[config.mk]
export PLATFORM = sky130hd
export DESIGN_NAME = v_issue_queue_flat
export DESIGN_NICKNAME = d
export VERILOG_FILES = /design/src/rtl/v_issue_queue_if.sv /design/src/rtl/v_issue_queue.sv /design/src/flat_wrapper.sv
export SDC_FILE = /design/constraint.sdc
export NUM_CORES = 1
export LEC_CHECK = 0
export ABC_AREA = 0
export BUFFER_PORTS_ARGS = -buffer_cell sky130_fd_sc_hd__buf_4
export CAP_MARGIN = 20
export CORE_MARGIN = 1.5
export CORE_UTILIZATION = 30
export CTS_CLUSTER_DIAMETER = 30
export DETAILED_ROUTE_END_ITERATION = 6
export GPL_TIMING_DRIVEN = 1
export PLACE_DENSITY = 0.5
export SLEW_MARGIN = 40
export SYNTH_ARGS = -nofsm -noshare
export SYNTH_HDL_FRONTEND = slang
export SYNTH_SLANG_ARGS = --single-unit
[constraint.sdc]
create_clock -name clk -period 4.8 [get_ports clk]
set_clock_uncertainty 0.05 [all_clocks]
set_input_delay 0.96 -clock clk [delete_from_list [all_inputs] [get_ports clk]]
set_output_delay 0.96 -clock clk [all_outputs]
set_load 0.02 [all_outputs]
[src/rtl/v_issue_queue_if.sv]
// ---------------------------------------------------------------------------
// v_issue_queue_if
// Scalar-side instruction handshake into the vector issue queue.
//   in_valid : producer offers an instruction
//   in_ready : queue accepts the instruction this cycle
//   in_pkt   : 99-bit packed decoded vector instruction
// Modports: master = scalar pipeline (producer), slave = issue queue.
// ---------------------------------------------------------------------------
interface v_issue_queue_if;
  logic        in_valid;
  logic        in_ready;
  logic [98:0] in_pkt;

  modport master (output in_valid, output in_pkt, input in_ready);
  modport slave  (input in_valid, input in_pkt, output in_ready);
endinterface

[src/rtl/v_issue_queue.sv]
// ---------------------------------------------------------------------------
// v_issue_queue
// In-order issue buffer between the scalar pipeline and the vector unit.
// Buffers decoded vector instructions in a DEPTH-entry FIFO and issues them
// as registered single-cycle I_start pulses tagged with a rolling 3-bit id,
// honouring the unit's stall and a bounded in-flight count retired by DONE.
// Ports:
//   clk, reset      : clock, synchronous active-high reset
//   in_if (slave)   : in_valid / in_ready / in_pkt handshake
//   flush           : drop buffered and in-flight work, pulse I_clear
//   stall           : vector unit cannot accept an issue
//   DONE            : one pulse per completed instruction
//   I_start, I_id   : issue strobe and id (registered)
//   v_pkt           : last issued packet, held until the next issue
//   I_clear         : registered one-cycle pulse following a flush cycle
//   inflight        : issued-but-not-done count
//   empty           : FIFO empty
//   done_err        : sticky, DONE seen with nothing in flight
// ---------------------------------------------------------------------------
module v_issue_queue #(
  parameter int DEPTH        = 4,
  parameter int MAX_INFLIGHT = 2
) (
  input  logic                clk,
  input  logic                reset,
  v_issue_queue_if.slave      in_if,
  input  logic                flush,
  input  logic                stall,
  input  logic                DONE,
  output logic                I_start,
  output logic [2:0]          I_id,
  output logic [98:0]         v_pkt,
  output logic                I_clear,
  output logic [3:0]          inflight,
  output logic                empty,
  output logic                done_err
);

  localparam int          AW     = $clog2(DEPTH);
  localparam logic [3:0]  MAX_IF = 4'(MAX_INFLIGHT);

  // Pointers carry one extra wrap bit to tell full from empty.
  logic [AW:0]  wptr, rptr, wptr_next, rptr_next;
  logic [2:0]   id_ctr, id_ctr_next;
  logic [3:0]   inflight_next;
  logic         done_err_next;
  logic         full;
  logic         enq;
  logic         issue;

  logic [98:0]  mem [DEPTH];

  assign empty = (wptr == rptr);
  assign full  = (wptr[AW] != rptr[AW]) && (wptr[AW-1:0] == rptr[AW-1:0]);

  assign in_if.in_ready = !full && !reset;

  // Flush wins over everything, so a packet offered with flush is dropped.
  assign enq   = in_if.in_valid && in_if.in_ready && !flush;
  assign issue = !empty && !stall && (inflight < MAX_IF) && !flush;

  // Storage has no reset; validity is tracked purely by the pointers.
  always_ff @(posedge clk) begin
    if (enq) begin
      mem[wptr[AW-1:0]] <= in_if.in_pkt;
    end
  end

  always_comb begin
    wptr_next     = wptr;
    rptr_next     = rptr;
    id_ctr_next   = id_ctr;
    inflight_next = inflight;
    done_err_next = done_err;

    if (flush) begin
      wptr_next     = '0;
      rptr_next     = '0;
      id_ctr_next   = '0;
      inflight_next = '0;
    end else begin
      if (enq) begin
        wptr_next = wptr + 1'b1;
      end
      if (issue) begin
        rptr_next   = rptr + 1'b1;
        id_ctr_next = id_ctr + 3'd1;
      end
      case ({issue, DONE})
        2'b10: inflight_next = inflight + 4'd1;
        2'b01: begin
          if (inflight == 4'd0) begin
            done_err_next = 1'b1;
          end else begin
            inflight_next = inflight - 4'd1;
          end
        end
        2'b11: begin
          // A DONE with nothing in flight cannot retire the new issue.
          if (inflight == 4'd0) begin
            done_err_next = 1'b1;
            inflight_next = inflight + 4'd1;
          end
        end
        default: inflight_next = inflight;
      endcase
    end
  end

  always_ff @(posedge clk) begin
    if (reset) begin
      wptr     <= '0;
      rptr     <= '0;
      id_ctr   <= '0;
      inflight <= '0;
      done_err <= 1'b0;
      I_start  <= 1'b0;
      I_id     <= '0;
      v_pkt    <= '0;
      I_clear  <= 1'b0;
    end else begin
      wptr     <= wptr_next;
      rptr     <= rptr_next;
      id_ctr   <= id_ctr_next;
      inflight <= inflight_next;
      done_err <= done_err_next;
      I_start  <= issue;
      I_clear  <= flush;
      if (issue) begin
        I_id  <= id_ctr;
        v_pkt <= mem[rptr[AW-1:0]];
      end
    end
  end

endmodule

[src/flat_wrapper.sv]
// flat-port wrapper written by rule: the top's interface ports become plain ports
module v_issue_queue_flat 
#(
  parameter int DEPTH        = 4,
  parameter int MAX_INFLIGHT = 2
)
  (clk, reset, flush, stall, DONE, I_start, I_id, v_pkt, I_clear, inflight, empty, done_err, in_if_in_valid, in_if_in_pkt, in_if_in_ready);
  v_issue_queue_if in_if_i ();
  input  logic clk;
  input  logic reset;
  input  logic flush;
  input  logic stall;
  input  logic DONE;
  output logic I_start;
  output logic [2:0] I_id;
  output logic [98:0] v_pkt;
  output logic I_clear;
  output logic [3:0] inflight;
  output logic empty;
  output logic done_err;
  input wire logic [$bits(in_if_i.in_valid)-1:0] in_if_in_valid;
  input wire logic [$bits(in_if_i.in_pkt)-1:0] in_if_in_pkt;
  output wire logic [$bits(in_if_i.in_ready)-1:0] in_if_in_ready;
  assign in_if_i.in_valid = in_if_in_valid;
  assign in_if_i.in_pkt = in_if_in_pkt;
  assign in_if_in_ready = in_if_i.in_ready;
  v_issue_queue #(.DEPTH(DEPTH), .MAX_INFLIGHT(MAX_INFLIGHT)) u_core (.clk(clk), .reset(reset), .in_if(in_if_i), .flush(flush), .stall(stall), .DONE(DONE), .I_start(I_start), .I_id(I_id), .v_pkt(v_pkt), .I_clear(I_clear), .inflight(inflight), .empty(empty), .done_err(done_err));
endmodule
==> impl_metrics.tcl <==
set metrics [dict create \
    outcome "finished, final reports clean" \
    synth_top_family_by_area "multiplexers" \
    fin_area_um2 25100 \
    clock_sinks 514 \
    critical_path_required_ns 3.79 \
    synth_ff_type "edfxtp_1" \
    hp-class "reg -> reg" \
    leakage_nw 8.60 \
    yosys.area_share.simple_pct 5.17 \
    max-vdd-ir-drop_uv 276 \
    postCtsHoldBufs 0 \
    grtUsageTotal_pct 14.1 \
    die_w_um 252 \
    yosysMostFrequentCell "edfxtp_1" \
    r2r_start "u_core.rptr[1]$_SDFFE_PP0P_" \
    globalplace.congestion 0.699 \
    dieHeight_um 252 \
    n_fill_cell 5632 \
    clkSlewWorstSetupHoldPaths_ns 0.05 \
    area_delta_synth_final_pct 35.1 \
    crit_type "reg -> out" \
    io_buffers 215 \
    vias 10200 \
    slew_violations 0 \
    min_from "u_core.v_pkt[7]$_SDFFE_PP0P_" \
    grt_pass1_vias 10800 \
    post-route-period-util_pct 64.7 \
    cts_tree "done" \
    grt.overflow.total 0 \
    synth_mux_area_share_pct 12.1 \
    drt_iter0_drc 589 \
    final_net_count 1462 \
    slew_headroom_pct 46.3 \
    hpwl_mm 24.8 \
    setup_viol 0 \
    antenna_left 0 \
    post-route-util_pct 40.9 \
    hold_depth 2 \
    fin_hold_ws_ns 0.401 \
    cp-end-kind "output port" \
    dieArea_um2 63500 \
    maxCapViolations 0 \
    cp-start-kind "flip-flop" \
    synth-seq-cells 514 \
    drt-total-wl_mm 44.6 \
    synth_area_leaders "edfxtp_1, dfxtp_1, mux4_2, nand2_1, a21oi_1" \
    grt_max_degree 109 \
    r2r-end "u_core.mem[1][72]$_DFFE_PP_" \
    placement.cell_area_um2 21300 \
    yosys.area_share.adder_pct 0.471 \
    htree_num_levels 3 \
    syn-cell-area_um2 18600 \
    cts_root_buf "clkbuf_16" \
    cts_resized 0 \
    ys_types 39 \
    clock_latency_ns 0.65 \
    period_minus_slack_ns 3.11 \
    p_per_area_nw_per_um2 512 \
    synth_largest_area_cell "edfxtp_1" \
    core_area_um2 61500 \
    power_mw 12.9 \
    postCtsSetupBuffers 0 \
    final_hold_viol_count 0 \
    maxUsedRoutingLayer "met5" \
    cp_slowest_cell "dfxtp_4" \
    worstPathArrival_ns 2.10 \
    worst_slew_pin_slew_ns 0.805 \
    rrSetupSlack_ns 1.76 \
    clock_path_buffers 3 \
    critical_path.cell_chain "xnor2_1 > nand2_1 > nor2_1 > buf_4" \
    async_flop_share_pct 0 \
    synth_edf_count 396 \
    antenna_found_initial 1 \
    viasPerCell 4.58 \
    max_freq_mhz 322 \
    drc 0 \
    synth_nets 1176 \
    yosysWarnings 0 \
    initial_utilization_pct 30.3 \
    whs_endpoint "u_core.v_pkt[7]$_SDFFE_PP0P_" \
    rsz0062_at_grt "no" \
    critPathMaxFanout 42 \
    cts_buffers 111 \
    synth_cells 1064 \
    wl_met1_mm 20.4 \
    synthXorXnorAreaFrac_pct 0.605 \
    grt_pass1_wl_mm 66.7 \
    syn_avg_cell_area_um2 17.5 \
    cpPeakStageDelay_ns 0.81 \
    diodes 0 \
    wl_met2_mm 20.3 \
    core.rowCount 91 \
    yosysSeqAreaShare_pct 76.6 \
    setup-tns-final_ns 0 \
    synth_compound_area_share_pct 3.61 \
    synth_top_area_share_pct 63.9 \
    drt_first_pass_iters 6 \
    routed-wl-met3_mm 2.98 \
    synthTopCellsByCount "edfxtp_1, nand2_1, dfxtp_1, a21oi_1, mux4_2" \
    avgRoutedWirePerCell_um 19.9 \
    rr_worst_depth 4 \
    drive_gt1_share_pct 36.6 \
    ios 216 \
]
-- layout by cell type (no fill, tap or decap), types with 10 or more instances in the layout --
cell type  instances
a21oi_1          106
clkinv_2          24
edfxtp_1         396
buf_4            222
dfxtp_1          116
clkbuf_16        112
nor2_1            16
clkinv_4          11
clkinv_1          10
clkbuf_1          14
bufinv_16         16
mux4_2            99
nand2_1          214
-- worst max-delay path: cells and delay by family (launching register included) --
kind / cells / cell delay [ns]
XOR/XNOR: 1 / 0.22
flip-flops: 1 / 0.81
buffers and inverters: 1 / 0.17
AND/OR/NAND/NOR: 2 / 0.25
-- registers in the layout (all words and copies together) (netlist names) --
signal / flops
u_core.I_start: 1
u_core.done_err: 1
u_core.inflight: 4
u_core.v_pkt: 99
u_core.mem: 396
u_core.I_clear: 1
u_core.id_ctr: 3
u_core.rptr: 3
u_core.wptr: 3
u_core.I_id: 3
-- power breakdown --
group	internal (mW)	leakage [nW]	total [mW]	switching, mW
Combinational	0.134	2.18	0.311	0.178
Clock	5.26	1.89	7.68	2.42
Sequential	4.86	4.53	4.88	0.0194
-- worst max-delay path by stage --
stage	from	to	slack [ns]	cells after the start
after floorplan	reset	u_core.mem[3][0]$_DFFE_PP_	0.38	4
after global placement	reset	u_core.mem[0][66]$_DFFE_PP_	1.43	5
after detailed placement	reset	u_core.mem[1][95]$_DFFE_PP_	1.39	5
after CTS	u_core.rptr[1]$_SDFFE_PP0P_	empty	1.60	4
after global routing	u_core.rptr[1]$_SDFFE_PP0P_	empty	1.51	4
final	u_core.rptr[1]$_SDFFE_PP0P_	empty	1.69	4
-- area by class of cell --
type	instances	area [µm²]	share of cell area, %
repair buffers	233	1890	7.50
clock inverters	76	902	3.59
clock buffers	135	2980	11.9
flip-flops and latches	514	14300	56.7
well taps	790	988	3.93
multi-input cells	486	4110	16.3
inverters	4	15.0	0.0597
-- routing by layer --
| layer | vias to the layer above | GRT usage (%) |
|---|---|---|
| met3 | 68 | 4.41 |
| li1 | 4684 | - |
| met1 | 5209 | 19.1 |
| met5 | - | 0 |
| met4 | 2 | 5.49 |
| met2 | 284 | 21.0 |
-- logic make-up (layout without fill, tap and decap cells) --
kind of cell	after synthesis	in the layout
flops	514	514
simple gates	245	245
compound gates	121	121
mux	101	101
buf+inv	64	448
xor+xnor	12	12
fa+ha+maj	7	7
-- metrics by stage --
step | worst slack, ns | std cells
after global placement | 1.43 | 2025
after CTS | 1.60 | 2238
final | 1.69 | 2238
after global routing | 1.51 | 2238
after detailed placement | 1.39 | 2027
after floorplan | 0.380 | 1064
(Power assumes the default switching activity.)
